**config.mk**
```make
export PLATFORM = sky130hd
export DESIGN_NAME = memstage
export DESIGN_NICKNAME = d
export VERILOG_FILES = /design/src/rtl/memstage.sv
export SDC_FILE = /design/constraint.sdc
export NUM_CORES = 1
export LEC_CHECK = 0
export ABC_AREA = 1
export CORE_MARGIN = 8
export CORE_UTILIZATION = 45
export CTS_CLUSTER_DIAMETER = 200
export DETAILED_ROUTE_END_ITERATION = 8
export DONT_BUFFER_PORTS = 1
export PLACE_DENSITY_LB_ADDON = 0.15
export SYNTH_ARGS = -nofsm -noshare
export SYNTH_HDL_FRONTEND = slang
export SYNTH_SLANG_ARGS = --single-unit
```
**constraint.sdc**
```tcl
create_clock -name clk -period 13.3 [get_ports clk]
set_clock_uncertainty 0.15 [all_clocks]
set_input_delay 1.33 -clock clk [delete_from_list [all_inputs] [get_ports clk]]
set_output_delay 1.33 -clock clk [all_outputs]
set_load 0.005 [all_outputs]
```
**src/rtl/memstage.sv**
```systemverilog
// -----------------------------------------------------------------------------
// memstage
//
// Memory-access pipeline stage sitting between execute and register writeback.
// One execute result is accepted per ex_valid/ex_ready handshake. Non-memory ops
// retire one cycle after capture at full throughput. Aligned loads and stores
// are issued on a req/ready data-memory port and retire the cycle after
// dmem_ready. Misaligned loads and stores never reach the bus; they retire the
// next cycle with mem_misalign set and no register write. All retirement and
// redirect outputs are registered.
//
// Ports
//   clk, rst        clock, asynchronous active-high reset
//   ex_valid/ready  execute handshake; ex_ready is low while a bus access is open
//   instype         one-hot op class: 0 R, 1 I, 2 store, 3 load, 4 branch,
//                   5 lui, 6 auipc, 7 jal, 8 jalr
//   subtype         one-hot funct3 (bit n = funct3 value n)
//   aluout1         ALU result / memory address / branch or jump target
//   aluout2         store data for stores, {27'b0, rd} otherwise
//   branch          branch-taken flag
//   flush           kills the incoming op (IDLE) or the open access (REQ)
//   dmem_*          data-memory request port; request held until dmem_ready
//   wb_*            registered writeback pulse
//   redirect_*      registered PC redirect pulse (taken branch, jal, jalr)
//   mem_misalign    pulses with wb_valid for a misaligned load or store
// -----------------------------------------------------------------------------
module memstage #(
  parameter int XLEN     = 32,
  parameter int ADDR_LSB = 2
) (
  input  logic            clk,
  input  logic            rst,
  input  logic            ex_valid,
  output logic            ex_ready,
  input  logic [9:0]      instype,
  input  logic [7:0]      subtype,
  input  logic [XLEN-1:0] aluout1,
  input  logic [XLEN-1:0] aluout2,
  input  logic            branch,
  input  logic            flush,
  output logic            dmem_req,
  output logic            dmem_we,
  output logic [XLEN-1:0] dmem_addr,
  output logic [XLEN-1:0] dmem_wdata,
  output logic [3:0]      dmem_wstrb,
  input  logic            dmem_ready,
  input  logic [XLEN-1:0] dmem_rdata,
  output logic            wb_valid,
  output logic            wb_we,
  output logic [4:0]      wb_rd,
  output logic [XLEN-1:0] wb_data,
  output logic            redirect_valid,
  output logic [XLEN-1:0] redirect_pc,
  output logic            mem_misalign
);

  typedef enum logic {
    S_IDLE = 1'b0,
    S_REQ  = 1'b1
  } state_t;

  state_t state_q, state_d;

  // ---------------------------------------------------------------------------
  // Decode of the op presented by execute
  // ---------------------------------------------------------------------------
  logic       is_load;
  logic       is_store;
  logic       is_mem;
  logic       any_op;
  logic       writes_rd;
  logic       size_byte;
  logic       size_half;
  logic       misalign;
  logic       accept;
  logic       start_req;
  logic [4:0] rd_in;
  logic [1:0] off_in;

  assign is_load   = instype[3];
  assign is_store  = instype[2];
  assign is_mem    = is_load | is_store;
  assign any_op    = |instype[8:0];
  assign writes_rd = instype[0] | instype[1] | instype[3] | instype[5] | instype[6];
  // funct3 0/4 are byte accesses, 1/5 half-word, anything else a full word.
  assign size_byte = subtype[0] | subtype[4];
  assign size_half = subtype[1] | subtype[5];
  assign rd_in     = aluout2[4:0];
  assign off_in    = aluout1[1:0];

  assign misalign  = is_mem & ((size_half & off_in[0]) |
                               (~size_byte & ~size_half & (|off_in)));

  assign ex_ready  = (state_q == S_IDLE);
  // A flush in the same cycle as a transfer discards the incoming op.
  assign accept    = ex_valid & ex_ready & ~flush;
  assign start_req = accept & is_mem & ~misalign;

  // subtype bits 3/6/7 carry no load/store width and instype[9] is reserved.
  logic unused_inputs;
  assign unused_inputs = ^{subtype[3], subtype[6], subtype[7], instype[9]};

  // ---------------------------------------------------------------------------
  // Store lane formatting for the op presented by execute
  // ---------------------------------------------------------------------------
  logic [XLEN-1:0] st_wdata;
  logic [3:0]      st_wstrb;

  // NOTE: every signal written in an always_comb gets a default first, so no
  // path leaves it unassigned and no latch is inferred.
  always_comb begin
    st_wdata = aluout2;
    st_wstrb = 4'b1111;
    if (size_byte) begin
      st_wdata = {4{aluout2[7:0]}};
      st_wstrb = 4'b0001 << off_in;
    end else if (size_half) begin
      st_wdata = {2{aluout2[15:0]}};
      st_wstrb = 4'b0011 << off_in;
    end
    if (!is_store) begin
      st_wstrb = 4'b0000;
    end
  end

  // ---------------------------------------------------------------------------
  // Captured memory op; these registers drive the bus directly, so address,
  // direction, data and strobes stay stable for the whole REQ phase.
  // ---------------------------------------------------------------------------
  logic [XLEN-1:0] op_addr;
  logic [XLEN-1:0] op_wdata;
  logic [3:0]      op_wstrb;
  logic            op_store;
  logic            op_byte;
  logic            op_half;
  logic            op_unsigned;
  logic [4:0]      op_rd;
  logic            op_kill;

  // NOTE: sequential state is updated with non-blocking assignments only, so
  // every flop samples values from before the clock edge.
  always_ff @(posedge clk or posedge rst) begin
    if (rst) begin
      op_addr     <= '0;
      op_wdata    <= '0;
      op_wstrb    <= '0;
      op_store    <= 1'b0;
      op_byte     <= 1'b0;
      op_half     <= 1'b0;
      op_unsigned <= 1'b0;
      op_rd       <= '0;
      op_kill     <= 1'b0;
    end else if (start_req) begin
      op_addr     <= aluout1;
      op_wdata    <= st_wdata;
      op_wstrb    <= st_wstrb;
      op_store    <= is_store;
      op_byte     <= size_byte;
      op_half     <= size_half;
      op_unsigned <= subtype[4] | subtype[5];
      op_rd       <= rd_in;
      op_kill     <= 1'b0;
    end else if (state_q == S_REQ && flush) begin
      // The bus transfer still runs to dmem_ready; only its retirement dies.
      op_kill     <= 1'b1;
    end
  end

  assign dmem_req   = (state_q == S_REQ);
  assign dmem_we    = op_store;
  assign dmem_addr  = {op_addr[XLEN-1:ADDR_LSB], {ADDR_LSB{1'b0}}};
  assign dmem_wdata = op_wdata;
  assign dmem_wstrb = op_wstrb;

  // ---------------------------------------------------------------------------
  // Load data extraction: shift the addressed lane down, then extend.
  // ---------------------------------------------------------------------------
  logic [XLEN-1:0] ld_shift;
  logic [XLEN-1:0] ld_data;

  always_comb begin
    ld_shift = dmem_rdata >> {op_addr[1:0], 3'b000};
    ld_data  = ld_shift;
    if (op_byte) begin
      ld_data = {{24{~op_unsigned & ld_shift[7]}}, ld_shift[7:0]};
    end else if (op_half) begin
      ld_data = {{16{~op_unsigned & ld_shift[15]}}, ld_shift[15:0]};
    end
  end

  // ---------------------------------------------------------------------------
  // FSM: state register
  // ---------------------------------------------------------------------------
  always_ff @(posedge clk or posedge rst) begin
    if (rst) begin
      state_q <= S_IDLE;
    end else begin
      state_q <= state_d;
    end
  end

  // ---------------------------------------------------------------------------
  // FSM: next state and next values of the registered retirement outputs.
  // Pulse outputs default low; payload outputs hold their last value.
  // ---------------------------------------------------------------------------
  logic            ret_valid;
  logic            ret_we;
  logic [4:0]      ret_rd;
  logic [XLEN-1:0] ret_data;
  logic            ret_redir;
  logic [XLEN-1:0] ret_pc;
  logic            ret_mis;

  always_comb begin
    state_d   = state_q;
    ret_valid = 1'b0;
    ret_we    = 1'b0;
    ret_rd    = wb_rd;
    ret_data  = wb_data;
    ret_redir = 1'b0;
    ret_pc    = redirect_pc;
    ret_mis   = 1'b0;

    unique case (state_q)
      S_IDLE: begin
        if (start_req) begin
          state_d = S_REQ;
        end else if (accept && any_op) begin
          // Non-memory op, or a misaligned load/store that never reaches the bus.
          ret_valid = 1'b1;
          ret_mis   = misalign;
          ret_we    = writes_rd & ~misalign & (rd_in != 5'd0);
          ret_rd    = is_store ? 5'd0 : rd_in;
          ret_data  = aluout1;
          ret_redir = (instype[4] & branch) | instype[7] | instype[8];
          ret_pc    = aluout1;
          if (instype[8]) begin
            ret_pc[0] = 1'b0;
          end
        end
      end

      S_REQ: begin
        if (dmem_ready) begin
          state_d = S_IDLE;
          if (!op_kill && !flush) begin
            ret_valid = 1'b1;
            ret_we    = ~op_store & (op_rd != 5'd0);
            ret_rd    = op_store ? 5'd0 : op_rd;
            ret_data  = op_store ? op_addr : ld_data;
          end
        end
      end

      default: begin
        state_d = S_IDLE;
      end
    endcase
  end

  // ---------------------------------------------------------------------------
  // Registered retirement and redirect outputs
  // ---------------------------------------------------------------------------
  always_ff @(posedge clk or posedge rst) begin
    if (rst) begin
      wb_valid       <= 1'b0;
      wb_we          <= 1'b0;
      wb_rd          <= '0;
      wb_data        <= '0;
      redirect_valid <= 1'b0;
      redirect_pc    <= '0;
      mem_misalign   <= 1'b0;
    end else begin
      wb_valid       <= ret_valid;
      wb_we          <= ret_we;
      wb_rd          <= ret_rd;
      wb_data        <= ret_data;
      redirect_valid <= ret_redir;
      redirect_pc    <= ret_pc;
      mem_misalign   <= ret_mis;
    end
  end

endmodule
```
After elaboration in Yosys (flattened, before gate mapping)
Index checks and enable logic that the tools add are counted.
Word-level totals
  bits in registers: 152
  input port bits: 120
  output and inout bits: 144
  logic and storage cells: 111
Cells by class
  eq/ne operators: 4
  shifts and indexed selects: 3
  multiplexer cells: 42
  bitwise operators: 33
  reduce and logical (&&, ||, !) cells: 12
Operator list (number)
  $mux W32: 9
  $pmux W32 S2: 1
  $shr A32 B5 Y32: 1
  $mux W5: 6
  $mux W1: 19
  $and A1 B1 Y1: 14
  $mux W4: 3
  $or A1 B1 Y1: 11
  $pmux W5 S2: 1
  $reduce_bool A5 Y1: 2
  $reduce_or A9 Y1: 1
  $not A1 Y1: 8
  $pmux W1 S2: 3
  $ne A2 B1 Y1 const B: 2
  $ne A2 B2 Y1 const B: 2
  $reduce_and A4 Y1: 1
  $shl A1 B2 Y4 const A: 1
  $shl A2 B2 Y4 const A: 1
  $logic_and A1 B1 Y1: 3
  $reduce_and A3 Y1: 1
  $logic_not A1 Y1: 2
  $reduce_bool A2 Y1: 1
  $reduce_or A2 Y1: 1

Depth between registers and ports, before layout
Gate-level depths: netlist of run 1.
  word-level depth: 12
  mapped depth: 13
  depth with buffers taken out: 11

Worst setup path before layout of run 1
No wires, ideal clock.
  kind: input port to flip-flop
  start point: in aluout1[0]
  end point: reg redirect_pc[17]
  library setup time: 130 ps
  arrival time: 2415 ps
  required time: 13020 ps
  setup slack: 10605 ps
  cell stages on the path: 9
  path buffers: 2
  cell sequence: inv_1 -> ha_1 -> nand3b_1 -> nand3_2 -> nand2_2 -> buf_6 -> buf_4 -> nand2_1 -> o21ai_0
Between the ends
  longest elaborated chain between the ends: 8
  elaborated cells on any way between the ends: 9
  those cells by class: bitwise: 7; reduce/logical: 2
Ends and longest elaborated chain
  from (decl): RTL line 37  | input logic [XLEN-1:0] aluout1,
  $reduce_or A2 Y1: RTL line 92  | (~size_byte & ~size_half & (|off_in)));
  $and A1 B1 Y1: RTL line 92
  $or A1 B1 Y1 *: RTL line 91  | assign misalign = is_mem & ((size_half & off_in[0]) |
  $and A1 B1 Y1 *: RTL line 91
  $not A1 Y1 *: RTL line 97  | assign start_req = accept & is_mem & ~misalign;
  $and A1 B1 Y1 *: RTL line 97
  $not A1 Y1 (no source line) *
  $reduce_and A3 Y1 (no source line) *
  to (signal assigned): RTL line 279  | redirect_pc <= ret_pc;
  to (decl): RTL line 53  | output logic [XLEN-1:0] redirect_pc,
Every way passes the cells marked *; elsewhere a longest branch is shown, timed or not.
A chain may end at the register's enable or synchronous reset.

Final worst setup path of run 1
  start point: in subtype[1]
  end point: reg wb_data[6]
Between the ends
  longest elaborated chain between the ends: 10
  elaborated cells on any way between the ends: 11
  those cells by class: eq/ne: 1; bitwise: 9; reduce/logical: 1
Ends and longest elaborated chain
  from (decl): RTL line 36  | input logic [7:0] subtype,
  $or A1 B1 Y1 *: RTL line 87  | assign size_half = subtype[1] | subtype[5];
  $not A1 Y1: RTL line 92
  $and A1 B1 Y1 (2 in a row): RTL line 92
  $or A1 B1 Y1 *: RTL line 91
  $and A1 B1 Y1 *: RTL line 91
  $not A1 Y1 *: RTL line 97
  $and A1 B1 Y1 *: RTL line 97
  $ne A2 B2 Y1 (no source line) *
  $reduce_and A4 Y1 (no source line) *
  to (signal assigned): RTL line 277  | wb_data <= ret_data;
  to (decl): RTL line 51  | output logic [XLEN-1:0] wb_data,
Marked as above.

==> impl_results.rst, run 1 <==
.. list-table::
   :header-rows: 1

   * - Metric
     - Value
   * - Run status
     - finished clean
   * - Count of pins over their slew limit
     - 0
   * - Die Area
     - 0.0213 sq mm
   * - Chip Height
     - 146 um
   * - Fraction of power consumed by sequential logic
     - 45.9%
   * - Number of instances resized during post-cts repair
     - 0
   * - First-pass GRT wire length
     - 37100 um
   * - Maximum clock insertion buffer count
     - 2
   * - DP Cell Count
     - 1141
   * - Setup crit end kind
     - flip-flop
   * - Final standard cell count with taps included and fillers excluded
     - 1173
   * - Total congestion overflow after global routing
     - 0
   * - Commonest non-fill, non-tap cells in the layout
     - nand2_1 (318), dfrtp_1 (147), nor2_1 (136), o21ai_0 (84), inv_1 (53)
   * - Routed wire per std cell
     - 20.4 um
   * - Hold violation total from the final report
     - 0
   * - Overall die width
     - 146 um
   * - Initial DRT Pass Iterations
     - 4
   * - Headroom to the max-slew limit
     - 24.6%
   * - Simple logic cell fraction of the synthesized area
     - 26.7%
   * - Clock sink count
     - 147
   * - Area Growth Syn to Fin
     - 4.94%
   * - TritonCTS clock tree
     - yes
   * - GRT Overall Usage
     - 22.3%
   * - Transition time of the tightest slew-check pin
     - 1.13 ns
   * - Maximum number of pins on one net before global-route repair
     - 105
   * - Number of antenna violations at the first check in global routing
     - 0
   * - Buffers added on ports
     - 0
   * - Initial Utilization
     - 46.0%
   * - Max-cap violations
     - 0
   * - Type of the worst min-delay path
     - reg -> reg
   * - Net Switching
     - 517 uW
   * - Number of different library cells in the post-synthesis netlist
     - 31
   * - RSZ-0062 raised after global routing
     - no
   * - Power Dens Cells
     - 182 mW/mm^2
   * - Total wire length after detailed routing
     - 23900 um
   * - Max VDD drop
     - 0.0886 mV
   * - Core region area
     - 0.0165 sq mm
   * - Sequential standard cell area
     - 0.00368 sq mm
   * - Switching share of power
     - 35.5%
   * - Post-CTS setup buffers
     - 0
   * - Synth Instances
     - 1009
   * - Final setup slack of the worst path
     - 8.43 ns
   * - Average footprint of a synthesized cell
     - 7.53 sq um
   * - Root cell of the clock tree
     - clkbuf_16
   * - Adder-cell area share of the yosys netlist
     - 0.659%
   * - Number of remaining DRC errors
     - 0
   * - Cell area after layout
     - 0.00798 sq mm
   * - Layout cells sized above 1
     - 5.56%
   * - Number of buffers inserted during clock tree synthesis
     - 17
   * - H-tree levels
     - 4
   * - Via count normalized by instance count
     - 5.37
   * - Worst setup SP type
     - input pin
   * - Mux cell area share after synthesis
     - 0%
   * - Parity-gate share of the synthesized area counting xor and xnor cells
     - 0%
   * - Final worst path period need
     - 4.87 ns
   * - Combinational share of power
     - 20.6%
   * - Number of nets still failing antenna checks after routing
     - 0
   * - Sum of negative setup slack
     - 0 ns
   * - Most frequent standard cell in the layout excluding fill and tap cells
     - nand2_1
   * - Area of combinational cells with multiple inputs
     - 0.00318 sq mm
   * - Main combinational cell family by area after synthesis
     - simple AND/OR/NAND/NOR gates
   * - Required arrival time at the worst endpoint
     - 13.46 ns
   * - Launch point of the worst path
     - subtype[1]
   * - Worst setup path category
     - in -> reg
   * - Share of the cycle needed by the critical path after routing
     - 36.6%
   * - Net count, final
     - 1064
   * - DP Wirelength
     - 17100 um
   * - Fraction of power consumed by the clock network
     - 33.5%
   * - Compound-gate portion of the synthesized area
     - 14.1%
   * - Leakage power total
     - 0.00397 uW
   * - Routability Congestion
     - 0.856
   * - Hold-fix buffer count after cts
     - 0
   * - Post-place instance area
     - 0.00738 sq mm
   * - Clock transition at the register clock pins on the worst setup and hold paths after CTS
     - 0.07 ns
   * - Largest fanout on the critical path
     - 104
   * - Syn. warnings
     - 0
   * - Clock network latency to the later pin of the worst-skew pair
     - 0.42 ns
   * - Crit Reg-Reg Startpoint
     - dmem_req
   * - Internal Pwr Total
     - 938 uW
   * - Critical path arrival
     - 5.03 ns
   * - Count of routing violations after the opening detailed-route iteration
     - 383
   * - Post-synthesis sequential area ratio
     - 48.4%
   * - Via count of the first global-routing pass
     - 6352
   * - Standard-cell row count
     - 47
   * - Boundary Pins
     - 264
   * - Via total after detailed routing
     - 6303
   * - Antenna Diode Count
     - 0
   * - Hold path startpoint
     - redirect_pc[21]
   * - Pre-CTS setup slack
     - 7.81 ns
   * - Flip-flop and latch count after synthesis
     - 147
   * - # setup viols final
     - 0
   * - Highest clock frequency the design can meet
     - 0.205 GHz
   * - Filler cell count
     - 1662
   * - Area of the mapped netlist
     - 0.00760 sq mm
[through the flow]
| step | total power [uW] | hold WS (ns) | utilization [%] |
|---|---|---|---|
| floorplan | 908 | 0.303 | - |
| global placement | 978 | 0.340 | 44.7 |
| detailed placement | 984 | 0.351 | 44.7 |
| CTS | 1470 | 0.365 | 48.3 |
| global route | 1550 | 0.397 | 48.3 |
| finish | 1450 | 0.366 | 48.3 |
[power groups by stage]
stage | clock (uW) | sequential (uW) | combinational, uW
floorplan | 0 | 623 | 284
global placement | 0 | 681 | 297
detailed placement | 0 | 679 | 305
CTS | 495 | 673 | 305
global route | 511 | 685 | 350
finish | 487 | 669 | 299
[worst paths after layout]
kind                                         to  slack [ns]  cells after the start
max in group asynchronous           op_unsigned       10.89                      2
worst min-delay path            redirect_pc[21]        0.37                      2
worst max register to register       wb_data[6]        8.57                      8
worst max-delay path                 wb_data[6]        8.43                      8
worst min register to register  redirect_pc[21]        0.37                      2
min in group asynchronous         dmem_wdata[6]        0.72                      1
[sequential cells by signal (all words and copies together) (netlist names)]
| signal | count |
|---|---|
| dmem_wstrb | 4 |
| wb_valid | 1 |
| wb_data | 32 |
| op_byte | 1 |
| dmem_we | 1 |
| wb_rd | 5 |
| op_half | 1 |
| op_addr | 32 |
| redirect_valid | 1 |
| dmem_req | 1 |
| wb_we | 1 |
| redirect_pc | 32 |
| dmem_wdata | 32 |
| op_kill | 1 |
| mem_misalign | 1 |
| op_unsigned | 1 |
[critical path, cell delays in order]
cell	delay, ns
nor2_2	0.16
inv_1	0.24
nand2_1	0.20
nand3_4	0.70
nand2_4	1.17
nand2_2	0.80
o211ai_1	0.32
nand2_1	0.07
[synthesized netlist by cell type (all sizes together)]
| cell | count | area [sq um] |
|---|---|---|
| nand3 | 41 | 215 |
| a31oi | 24 | 150 |
| a21oi | 41 | 205 |
| or2 | 1 | 6.26 |
| nand3b | 2 | 18.8 |
| a22oi | 1 | 7.51 |
| conb | 1 | 3.75 |
| ha | 4 | 50.1 |
| o211ai | 19 | 143 |
| buf | 67 | 447 |
| nand2 | 320 | 1210 |
| clkbuf | 25 | 93.8 |
| o22ai | 6 | 37.5 |
| dfrtp | 147 | 3680 |
| inv | 60 | 225 |
| o32ai | 1 | 8.76 |
| nor3 | 4 | 20.0 |
| o31ai | 1 | 7.51 |
| nor2 | 141 | 561 |
| o21ai | 103 | 515 |
[cell type report]
class,instances,area share (%)
clock inverters,13,1.87
repair buffers,3,0.282
inverters,60,2.89
clock buffers,19,5.55
flip-flops and latches,147,46.1
multi-input cells,711,39.8
well taps,220,3.45
[metal layers]
metal / global-route usage, % / vias up / share of wire (%)
met1: 25.7 / 2944 / 39
li1: - / 3067 / -
met5: 0 / - / 0
met3: 8.36 / 31 / 10
met2: 37.6 / 261 / 49
met4: 7.03 / 0 / 1.8
[cells by family (layout without fill, tap and decap cells)]
| kind of cell | count (synthesis) | after routing |
|---|---|---|
| other | 1 | 2 |
| adder cells (fa/ha/maj) | 4 | 4 |
| buffers and inverters | 152 | 95 |
| AO/OA/AOI/OAI | 196 | 196 |
| flip-flops | 147 | 147 |
| AND/OR/NAND/NOR | 509 | 509 |
No activity file was read; power rests on OpenSTA's default activity.
==> run 2: changes to the inputs <==
==> constraint.sdc (replaced) <==
create_clock -name clk -period 4.7 [get_ports clk]
set_clock_uncertainty 0.15 [all_clocks]
set_input_delay 0.47 -clock clk [delete_from_list [all_inputs] [get_ports clk]]
set_output_delay 0.47 -clock clk [all_outputs]
set_load 0.005 [all_outputs]
==> run 2 against run 1 <==
  * Sequential cell count unchanged
  * Wire length up 1.2%
  * Combinational power rose to 2.9 times the previous value
  * Non-clock buffer count up 11
  * Final area up 2.1%
  * Utilization up 1.0 points
  * Clock power rose to 3.2 times the previous value
  * First-iteration DRC count up 6.0%
  * Total power rose to 3.0 times the previous value
  * Hold slack worse by 0.35 ns
  * Critical endpoint is now wb_data[3]
  * Largest power group unchanged
  * Highest routed layer unchanged
==> impl_results.rst, run 2 (synthesis gave the netlist of run 1 again) <==
.. list-table::
   :header-rows: 1

   * - Metric
     - Value
   * - Run status
     - finished clean
   * - # setup viols final
     - 0 (unchanged)
   * - Initial Utilization
     - 46.0% (unchanged)
   * - Final standard cell count with taps included and fillers excluded
     - 1184 (+0.94%)
   * - RSZ-0062 raised after global routing
     - no
   * - First-pass GRT wire length
     - 38000 um (+2.4%)
   * - Highest clock frequency the design can meet
     - 0.367 GHz
   * - Via count normalized by instance count
     - 5.36 (-0.19%)
   * - Initial DRT Pass Iterations
     - 6 (+2)
   * - TritonCTS clock tree
     - yes
   * - Leakage power total
     - 0.00405 uW (+2.1%)
   * - Most frequent standard cell in the layout excluding fill and tap cells
     - nand2_1
   * - H-tree levels
     - 4 (unchanged)
   * - Type of the worst min-delay path
     - in -> reg
   * - Hold violation total from the final report
     - 0 (unchanged)
   * - Overall die width
     - 146 um (unchanged)
   * - Count of pins over their slew limit
     - 0 (unchanged)
   * - Setup crit end kind
     - flip-flop
   * - Post-CTS setup buffers
     - 0 (unchanged)
   * - Core region area
     - 0.0165 sq mm (unchanged)
   * - Buffers added on ports
     - 0 (unchanged)
   * - Number of nets still failing antenna checks after routing
     - 0 (unchanged)
   * - Die Area
     - 0.0213 sq mm (unchanged)
   * - Layout cells sized above 1
     - 6.22% (+0.66 points)
   * - Final worst path period need
     - 2.72 ns
   * - Number of antenna violations at the first check in global routing
     - 0 (unchanged)
   * - Routed wire per std cell
     - 20.4 um (+0.29%)
   * - Chip Height
     - 146 um (unchanged)
   * - Headroom to the max-slew limit
     - 42.8% (+18 points)
   * - Required arrival time at the worst endpoint
     - 4.85 ns (-8.61 ns)
   * - Worst setup path category
     - reg -> reg
   * - Largest fanout on the critical path
     - 47 (-55%)
   * - Worst setup SP type
     - flip-flop
   * - DP Cell Count
     - 1147 (+0.53%)
   * - Critical path arrival
     - 2.88 ns (-2.15 ns)
   * - Total power of the final layout
     - 4290 uW (+200%)
   * - Total wire length after detailed routing
     - 24200 um (+1.2%)
   * - Clock sink count
     - 147 (unchanged)
   * - Count of routing violations after the opening detailed-route iteration
     - 406 (+6.0%)
   * - GRT Overall Usage
     - 22.7% (+0.40 points)
   * - Clock transition at the register clock pins on the worst setup and hold paths after CTS
     - 0.07 ns (about the same)
   * - Max-cap violations
     - 0 (unchanged)
   * - Via total after detailed routing
     - 6350 (+0.75%)
   * - Root cell of the clock tree
     - clkbuf_16
   * - Maximum clock insertion buffer count
     - 2 (unchanged)
   * - Total congestion overflow after global routing
     - 0 (unchanged)
   * - Max VDD drop
     - 0.281 mV (+220%)
   * - Boundary Pins
     - 264 (unchanged)
   * - Clock network latency to the later pin of the worst-skew pair
     - 0.43 ns (about the same)
   * - Final setup slack of the worst path
     - 1.98 ns (-6.45 ns)
   * - Number of remaining DRC errors
     - 0 (unchanged)
   * - Sum of negative setup slack
     - 0 ns (unchanged)
   * - Area Growth Syn to Fin
     - 7.11%
   * - DP Wirelength
     - 17300 um (+1.3%)
   * - Maximum number of pins on one net before global-route repair
     - 89 (-15%)
   * - Via count of the first global-routing pass
     - 6487 (+2.1%)
   * - Transition time of the tightest slew-check pin
     - 0.855 ns (-0.275 ns)
   * - Number of buffers inserted during clock tree synthesis
     - 17 (unchanged)
   * - Commonest non-fill, non-tap cells in the layout
     - nand2_1 (318), dfrtp_1 (147), nor2_1 (136), o21ai_0 (84), inv_1 (53)
   * - Antenna Diode Count
     - 0 (unchanged)
   * - Share of the cycle needed by the critical path after routing
     - 58.0%
   * - Net count, final
     - 1075 (+1.0%)
   * - Routability Congestion
     - 0.848 (-0.93%)
   * - Power Dens Cells
     - 527 mW/mm^2 (+190%)
   * - Standard-cell row count
     - 47 (unchanged)
   * - Pre-CTS setup slack
     - 1.77 ns (-6.04 ns)
[run 2: cell count changes in the layout (fill, tap and decap cells not counted), sizes merged]
| cell | before | now |
|---|---|---|
| buf | 3 | 9 |
| clkinvlp | 2 | 1 |
| clkinv | 5 | 4 |
| dlygate4sd3 | 0 | 5 |
| bufinv | 2 | 5 |
| clkbuf | 19 | 18 |
[run 2: through the flow]
stage                     cell area (sq um)  hold slack, ns  utilization, %
after detailed placement               7430           0.279            45.0
after CTS                              8140         0.00281            49.3
after floorplan                        7600           0.303               -
after global placement                 7430           0.272            45.0
after global routing                   8140          0.0334            49.3
final                                  8140          0.0182            49.3
[run 2: worst paths after layout]
| kind | endpoint | slack (ns) | cells past startpoint | startpoint |
|---|---|---|---|---|
| min in group asynchronous | dmem_wdata[7] | 0.45 | 2 | rst |
| max in group asynchronous | op_unsigned | 2.92 | 3 | rst |
| worst max register to register | wb_data[3] | 1.98 | 9 | dmem_req |
| worst min-delay path | dmem_wdata[7] | 0.02 | 2 | aluout2[7] |
| worst min register to register | redirect_pc[22] | 0.36 | 2 | redirect_pc[22] |
| worst max-delay path | wb_data[3] | 1.98 | 9 | dmem_req |
[run 2: where the power goes]
group          leakage [uW]  switching, uW  internal, uW  total (uW)
Combinational       0.00194            577           293         869
Clock              0.000323            576           965        1540
Sequential          0.00179            318          1560        1880
[run 2: critical path, cell delays in order, from the launching register on]
cell and delay [ns]:
dfrtp_1 0.36, buf_4 0.26, inv_2 0.11, nand3b_2 0.09, nor2_2 0.14, nand3_4 0.10, nand2_4 0.38, nand2_2 0.61
o211ai_1 0.31, nand2_1 0.07
[run 2: routing by layer]
layer | global-route usage [%] | vias up | part of all wire (%)
met4 | 7.91 | 0 | 2.1
met3 | 8.64 | 29 | 9.9
met1 | 26.3 | 2998 | 39
met2 | 37.7 | 230 | 48
li1 | - | 3093 | -
met5 | 0 | - | 0
[run 2: final cells by class]
cell class / count / area [sq um]
Clock inverter: 14 / 223
Inverter: 60 / 230
Sequential cell: 147 / 3680
Multi-Input combinational cell: 711 / 3180
Tap cell: 220 / 275
Fill cell: 1676 / 8380
Timing Repair Buffer: 14 / 118
Clock buffer: 18 / 439
[run 2: repair_timing]
action                                 CTS  global route
hold buffers                             5             0
endpoints found under the hold margin   58             0
gates resized for setup                  0             0
